==> config.mk <==
export PLATFORM = sky130hd
export DESIGN_NAME = mem_stage
export DESIGN_NICKNAME = d
export VERILOG_FILES = /design/src/rtl/riscv_pkg.sv /design/src/rtl/mem_stage_load_align.sv /design/src/rtl/mem_stage.sv
export SDC_FILE = /design/constraint.sdc
export NUM_CORES = 1
export LEC_CHECK = 0
export BUFFER_PORTS_ARGS = -buffer_cell sky130_fd_sc_hd__buf_4
export CAP_MARGIN = 20
export CORE_AREA = 3 3 158 160
export CTS_CLUSTER_DIAMETER = 30
export DETAILED_ROUTE_END_ITERATION = 16
export DIE_AREA = 0 0 161 163
export HOLD_SLACK_MARGIN = 0.06
export PLACE_DENSITY = 0.48
export SETUP_SLACK_MARGIN = 0.5
export SLEW_MARGIN = 5
export SYNTH_ARGS = -nofsm -noshare
export SYNTH_HDL_FRONTEND = slang
export SYNTH_SLANG_ARGS = --single-unit
==> constraint.sdc <==
create_clock -name clk -period 2.9 [get_ports clk]
set_input_delay 0.58 -clock clk [delete_from_list [all_inputs] [get_ports clk]]
set_output_delay 0.58 -clock clk [all_outputs]
set_load 0.02 [all_outputs]
==> src/rtl/riscv_pkg.sv <==
// Shared RV32I pipeline types: control bundle, EX/MEM and MEM/WB registers,
// MEM-stage FSM encoding and load/store funct3 constants.
package riscv_pkg;

    localparam int RV_XLEN = 32;

    // Data-memory access FSM
    typedef enum logic [1:0] {
        ST_IDLE     = 2'd0,
        ST_WAIT_GNT = 2'd1,
        ST_WAIT_RSP = 2'd2
    } mem_state_t;

    // Load funct3 encodings
    localparam logic [2:0] F3_LB  = 3'b000;
    localparam logic [2:0] F3_LH  = 3'b001;
    localparam logic [2:0] F3_LW  = 3'b010;
    localparam logic [2:0] F3_LBU = 3'b100;
    localparam logic [2:0] F3_LHU = 3'b101;

    // Store funct3 encodings
    localparam logic [2:0] F3_SB  = 3'b000;
    localparam logic [2:0] F3_SH  = 3'b001;
    localparam logic [2:0] F3_SW  = 3'b010;

    typedef struct packed {
        logic reg_write;
        logic mem_read;
        logic mem_write;
        logic mem_to_reg;
    } ctrl_t;

    typedef struct packed {
        logic [RV_XLEN-1:0] pc;
        logic [RV_XLEN-1:0] alu_result;
        logic [RV_XLEN-1:0] rs2_data;
        logic [4:0]         rd;
        ctrl_t              ctrl;
        logic [31:0]        instr;
    } ex_mem_t;

    typedef struct packed {
        logic [RV_XLEN-1:0] pc;
        logic [RV_XLEN-1:0] alu_result;
        logic [RV_XLEN-1:0] mem_data;
        logic [4:0]         rd;
        ctrl_t              ctrl;
        logic [31:0]        instr;
    } mem_wb_t;

endpackage : riscv_pkg

==> src/rtl/mem_stage_load_align.sv <==
// load_align: selects the addressed byte/halfword lane from a raw load word
// and sign- or zero-extends it according to funct3. Purely combinational.
module load_align
    import riscv_pkg::*;
(
    input  logic [31:0] i_rdata,
    input  logic [1:0]  i_off,
    input  logic [2:0]  i_funct3,
    output logic [31:0] o_data
);

    logic [7:0]  w_byte;
    logic [15:0] w_half;

    // Lane selection: byte by full offset, halfword by offset bit 1
    always_comb begin
        case (i_off)
            2'd0:    w_byte = i_rdata[7:0];
            2'd1:    w_byte = i_rdata[15:8];
            2'd2:    w_byte = i_rdata[23:16];
            default: w_byte = i_rdata[31:24];
        endcase
        w_half = i_off[1] ? i_rdata[31:16] : i_rdata[15:0];
    end

    // Extension by access type
    always_comb begin
        case (i_funct3)
            F3_LB:   o_data = {{24{w_byte[7]}}, w_byte};
            F3_LBU:  o_data = {24'd0, w_byte};
            F3_LH:   o_data = {{16{w_half[15]}}, w_half};
            F3_LHU:  o_data = {16'd0, w_half};
            default: o_data = i_rdata;
        endcase
    end

endmodule : load_align

==> src/rtl/mem_stage.sv <==
// mem_stage: RV32I MEM pipeline stage. Drives a req/gnt/rvalid data-memory
// port, formats stores and loads, stalls upstream while an access is
// outstanding and registers the MEM/WB bundle.
// Optional: MEM_MISALIGN_TRAP_EN - misaligned accesses are not issued and
// raise a one-cycle exc_misalign pulse with the faulting address.
module mem_stage
    import riscv_pkg::*;
#(
    parameter int XLEN = 32,
    parameter int BE_W = XLEN / 8
) (
    input  logic            clk,
    input  logic            rst,
    input  ex_mem_t         ex_mem_in,
    output logic            dmem_req,
    output logic            dmem_we,
    output logic [XLEN-1:0] dmem_addr,
    output logic [BE_W-1:0] dmem_be,
    output logic [XLEN-1:0] dmem_wdata,
    input  logic            dmem_gnt,
    input  logic            dmem_rvalid,
    input  logic [XLEN-1:0] dmem_rdata,
    output logic            mem_stall,
    output mem_wb_t         mem_wb_out,
    output logic            exc_misalign,
    output logic [XLEN-1:0] exc_addr
);

    mem_state_t r_state;
    mem_state_t w_state_nxt;
    mem_wb_t    r_mem_wb;

    logic [2:0]  w_funct3;
    logic [1:0]  w_off;
    logic        w_is_load;
    logic        w_is_store;
    logic        w_is_mem;
    logic        w_trap;
    logic        w_mem_op;
    logic        w_req;
    logic        w_stall;
    logic        w_load_done;
    logic [3:0]  w_be;
    logic [31:0] w_wdata;
    logic [31:0] w_load_data;

    assign w_funct3   = ex_mem_in.instr[14:12];
    assign w_off      = ex_mem_in.alu_result[1:0];
    assign w_is_load  = ex_mem_in.ctrl.mem_read;
    assign w_is_store = ex_mem_in.ctrl.mem_write & ~ex_mem_in.ctrl.mem_read;
    assign w_is_mem   = ex_mem_in.ctrl.mem_read | ex_mem_in.ctrl.mem_write;

`ifdef MEM_MISALIGN_TRAP_EN
    logic            w_misalign;
    logic            r_exc;
    logic [XLEN-1:0] r_exc_addr;

    // Halfword needs off[0]=0, word needs off=0; bytes are never misaligned
    always_comb begin
        case (w_funct3[1:0])
            2'b01:   w_misalign = w_off[0];
            2'b10:   w_misalign = (w_off != 2'b00);
            default: w_misalign = 1'b0;
        endcase
    end

    // A trap is only possible when a new op is presented (FSM idle)
    assign w_trap = (r_state == ST_IDLE) & w_is_mem & w_misalign;

    // Exception pulse and faulting-address capture
    always_ff @(posedge clk) begin
        if (rst) begin
            r_exc      <= 1'b0;
            r_exc_addr <= '0;
        end else begin
            r_exc <= w_trap;
            if (w_trap) begin
                r_exc_addr <= ex_mem_in.alu_result;
            end
        end
    end

    assign exc_misalign = r_exc;
    assign exc_addr     = r_exc_addr;
`else
    assign w_trap       = 1'b0;
    assign exc_misalign = 1'b0;
    assign exc_addr     = '0;
`endif

    assign w_mem_op = w_is_mem & ~w_trap;

    // Store byte enables and lane-replicated write data; loads read the whole word
    always_comb begin
        w_be    = 4'b1111;
        w_wdata = ex_mem_in.rs2_data;
        if (w_is_store) begin
            case (w_funct3)
                F3_SB: begin
                    w_be    = 4'b0001 << w_off;
                    w_wdata = {4{ex_mem_in.rs2_data[7:0]}};
                end
                F3_SH: begin
                    w_be    = 4'b0011 << {w_off[1], 1'b0};
                    w_wdata = {2{ex_mem_in.rs2_data[15:0]}};
                end
                default: begin
                    w_be    = 4'b1111;
                    w_wdata = ex_mem_in.rs2_data;
                end
            endcase
        end
    end

    load_align u_load_align (
        .i_rdata  (dmem_rdata),
        .i_off    (w_off),
        .i_funct3 (w_funct3),
        .o_data   (w_load_data)
    );

    // FSM state register
    always_ff @(posedge clk) begin
        if (rst) begin
            r_state <= ST_IDLE;
        end else begin
            r_state <= w_state_nxt;
        end
    end

    // FSM next-state logic
    always_comb begin
        w_state_nxt = r_state;
        case (r_state)
            ST_IDLE: begin
                if (w_mem_op) begin
                    if (dmem_gnt) begin
                        w_state_nxt = w_is_load ? ST_WAIT_RSP : ST_IDLE;
                    end else begin
                        w_state_nxt = ST_WAIT_GNT;
                    end
                end
            end
            ST_WAIT_GNT: begin
                if (dmem_gnt) begin
                    w_state_nxt = w_is_load ? ST_WAIT_RSP : ST_IDLE;
                end
            end
            ST_WAIT_RSP: begin
                if (dmem_rvalid) begin
                    w_state_nxt = ST_IDLE;
                end
            end
            default: w_state_nxt = ST_IDLE;
        endcase
    end

    // FSM outputs: request, stall, load completion
    always_comb begin
        w_req       = 1'b0;
        w_stall     = 1'b0;
        w_load_done = 1'b0;
        case (r_state)
            ST_IDLE: begin
                w_req   = w_mem_op;
                w_stall = w_mem_op & ~(dmem_gnt & w_is_store);
            end
            ST_WAIT_GNT: begin
                w_req   = 1'b1;
                w_stall = ~(dmem_gnt & w_is_store);
            end
            ST_WAIT_RSP: begin
                w_stall     = ~dmem_rvalid;
                w_load_done = dmem_rvalid;
            end
            default: begin
                w_req   = 1'b0;
                w_stall = 1'b0;
            end
        endcase
    end

    // MEM/WB register: bubble while stalled, otherwise capture the instruction
    always_ff @(posedge clk) begin
        if (rst) begin
            r_mem_wb <= '0;
        end else if (w_stall) begin
            r_mem_wb <= '0;
        end else begin
            r_mem_wb.pc         <= ex_mem_in.pc;
            r_mem_wb.alu_result <= ex_mem_in.alu_result;
            r_mem_wb.mem_data   <= w_load_done ? w_load_data : '0;
            r_mem_wb.rd         <= ex_mem_in.rd;
            r_mem_wb.ctrl       <= ex_mem_in.ctrl;
            r_mem_wb.instr      <= ex_mem_in.instr;
            if (w_trap) begin
                r_mem_wb.ctrl.reg_write <= 1'b0;
            end
        end
    end

    assign dmem_req   = w_req;
    assign dmem_we    = ex_mem_in.ctrl.mem_write;
    assign dmem_addr  = {ex_mem_in.alu_result[XLEN-1:2], 2'b00};
    assign dmem_be    = w_be;
    assign dmem_wdata = w_wdata;
    assign mem_stall  = w_stall;
    assign mem_wb_out = r_mem_wb;

endmodule : mem_stage

==> run_results.csv <==
group,metric,value,unit
cells_and_area,multi_input_area,2380,sq um
sta,worstMarginPinSlew,0.810,ns
clock_tree,cts-htree-levels,4,
worst_setup_path,worstPathRequired,2.32,ns
floorplanning,core_area,23500,sq um
hold_path,whs_path_depth,2,
sta,hold_slack,0.343,ns
sta,clock.fmax,419,MHz
run,drv_cap,0,
floorplanning,num_rows,56,
detailed_routing,viasPerCell,4.24,
sta,finalCriticalPeriod,2.39,ns
power,power_density,553,nW/um^2
hold_path,holdPathEnd,"r_state[0]",
worst_setup_path,reg2reg_to,"mem_wb_out[72]",
worst_setup_path,cp-start-kind,"input pin",
hold_path,min-delay-start,"dmem_gnt",
global_route,antenna_found_initial,0,
power,leakage,4.17,nW
detailed_routing,drc,0,
clock_tree,cts_buffer_depth,2,
worst_setup_path,ff2ff_path_depth,3,
cells_and_area,num-fill-cells,2422,
worst_setup_path,crit_type,"input pin to output pin",
placed_design,dp_cells,1168,
placed_design,dp_slack,0.246,ns
clock_tree,hold_buffers,0,
synth,synthFlopType,"dfxtp_1",
global_route,gr-usage-all-layers,16.0,%
global_route,grt_pass1_wl,32.3,mm
worst_setup_path,cp.buffers_inverters,3,
global_route,grtUsageMet3,6.61,%
worst_setup_path,critPathTopFamily,"simple AND/OR/NAND/NOR gates",
detailed_routing,vias,5099,
outcome,status,"completed",
clock_tree,clkLatencyLatePin,0.42,ns
worst_setup_path,max_stage_delay,0.32,ns
global_route,grt.busiest_layer,"met2",
cells_and_area,nets,1043,
global_route,met1_usage,18.0,%
worst_setup_path,worstPathArrival,1.81,ns
synth,ys_seq_area_share,48.4,%
synth,syn_area_per_cell,10.5,sq um
detailed_routing,routedWlPerCell,18.3,microns
synth,synthCells,548,
worst_setup_path,crit_chain,"buf_8, nor4b_4, buf_4, and2_4, mux2_4, buf_6",
clock_tree,cts.sink_count,139,
worst_setup_path,crit_slowest_cell,"mux2_4",
clock_tree,cts_root_buffer,"clkbuf_16",
synth,synth-async-reset-ratio,0,%
worst_setup_path,cp_max_fo,8,
sta,hold_viol_final,0,
sta,setup_viol,0,
floorplanning,die_h,163,microns
sta,worst_slack,0.511,ns
floorplanning,initial_core_util,24.4,%
detailed_routing,drtAntennaViolNets,0,
detailed_routing,finalWirelength,22.0,mm
clock_tree,cts_made_buffers,17,
sta,rsz0062_at_grt,"true",
detailed_routing,first_pass_iters,4,
sta,fin_crit_sh,82.4,%
power,peakVddDrop,0.299,mV
sta,relSlewSlack,45.9,%
worst_setup_path,crit_start,"ex_mem_in[13]",
placed_design,routabilityCongestion,0.798,
hold_path,worstHoldPathType,"input pin to flip-flop",
global_route,grt_max_degree,105,
placed_design,portBuffers,378,
floorplanning,dieWidth,161,microns
synth,synth_area,5740,sq um
cells_and_area,diodes,0,
synth,yosys_warnings,0,
global_route,grt_overflow,0,
worst_setup_path,r2r_start,"r_state[1]",
detailed_routing,drt-initial-drc-count,208,
clock_tree,cts_tree,"done",
worst_setup_path,crit_path_end_kind,"output pin",
cells_and_area,regArea,2780,sq um
floorplanning,pin_count,414,
cells_and_area,final_layout_size_suffix_gt1_share,53.5,%
sta,skew,0.00979,ns
global_route,met2_usage,27.9,%
worst_setup_path,reg2reg_slack,1.01,ns
cells_and_area,final_cells,1202,
cells_and_area,area_delta_synth_final,60.2,%
placed_design,dp_hpwl,16.7,mm
synth,ys_types,42,
global_route,grt_pass1_vias,5269,
floorplanning,die-area,26200,sq um
synth,synth-seq-cells,139,
sta,report.final.slew_viol_count,0,
clock_tree,clkSlewWorstSetupHoldPaths,0.06,ns
synth,synth_edf_count,0,
sta,setup_tns,0,ns
==> cell usage after synthesis (4+ instances only) <==
library cell | count | area share, %
a21oi_1 | 10 | 0.87
a31oi_1 | 7 | 0.76
buf_1 | 5 | 0.33
buf_2 | 19 | 1.7
buf_4 | 75 | 9.8
clkbuf_1 | 22 | 1.4
dfxtp_1 | 139 | 48
inv_1 | 11 | 0.72
mux2_2 | 18 | 3.5
mux2i_1 | 10 | 1.7
mux4_2 | 7 | 2.7
nand3_1 | 29 | 2.5
nand4_1 | 4 | 0.44
nor2_1 | 16 | 1.0
nor2b_1 | 5 | 0.54
nor3_1 | 8 | 0.70
nor3b_1 | 102 | 13
o211ai_1 | 4 | 0.52
o21ai_0 | 11 | 0.96
o31ai_1 | 6 | 0.78
o31ai_2 | 10 | 2.2
==> routing by layer <==
layer	routed length [microns]	vias to the layer above
li1	-	2469
met3	2100	17
met1	8630	2386
met5	0	-
met2	10900	227
met4	361	0
==> logic make-up (layout without fill, tap and decap cells) <==
kind of cell / after synthesis / in the layout / synth area share (%)
muxes: 36 / 36 / 8.47
other: 1 / 35 / 0.0653
and+or+nand+nor: 177 / 177 / 20.2
AOI/OAI and AO/OA: 62 / 62 / 8.69
DFF: 139 / 139 / 48.4
buffers and inverters: 133 / 434 / 14.1
==> stage by stage <==
stage                     area [sq um]  util, %  total power, mW
after floorplan                   5890        -             2.59
after global placement            8520     36.2             3.01
after detailed placement          8520     36.2             3.01
after CTS                         9190     39.0             5.18
after global routing              9200     39.1             5.33
final                             9200     39.1             5.09
==> layout make-up <==
cell class                      count  share of cell area [%]
Timing Repair Buffer              391                    32.8
Clock inverter                     15                    1.63
Inverter                           11                   0.449
Multi-Input combinational cell    310                    25.9
Clock buffer                       17                    4.62
Tap cell                          319                    4.34
Sequential cell                   139                    30.2
==> cells in the final DEF, fill, tap and decap left out, drive strengths merged, types with 10 or more instances in the layout <==
cell,n
buf,390
clkbuf,18
o21ai,11
conb,35
nand3,29
nor2,16
dfxtp,139
a21oi,10
mux2i,10
nor3b,102
o31ai,16
inv,19
mux2,18
==> how the worst max path moves through the flow <==
stage | end | slack [ns] | cells past startpoint
after floorplan | dmem_wdata[24] | 0.41 | 6
after global placement | dmem_wdata[13] | 0.26 | 5
after detailed placement | dmem_wdata[9] | 0.25 | 5
after CTS | dmem_wdata[12] | 0.50 | 6
after global routing | dmem_wdata[10] | 0.45 | 6
final | dmem_wdata[11] | 0.51 | 6
==> report_power, final <==
| group | internal, mW | total [mW] | switching (mW) |
|---|---|---|---|
| Sequential | 1.99 | 2.01 | 0.0226 |
| Clock | 1.14 | 2.12 | 0.976 |
| Combinational | 0.442 | 0.963 | 0.521 |
| Total | 3.57 | 5.09 | 1.52 |
==> state kept, by name (all words and copies together), names as in the netlist <==
register and count:
r_state 2, mem_wb_out 137
==> timing repair <==
action | 4_1_cts | 5_1_grt
gates cloned | 1 | 0
pin swaps | 1 | 1
buffers inserted | 1 | 0
endpoints found under the setup margin | 26 | 20
gates resized for setup | 22 | 3
Note: power is estimated with default switching activity, not from simulation.
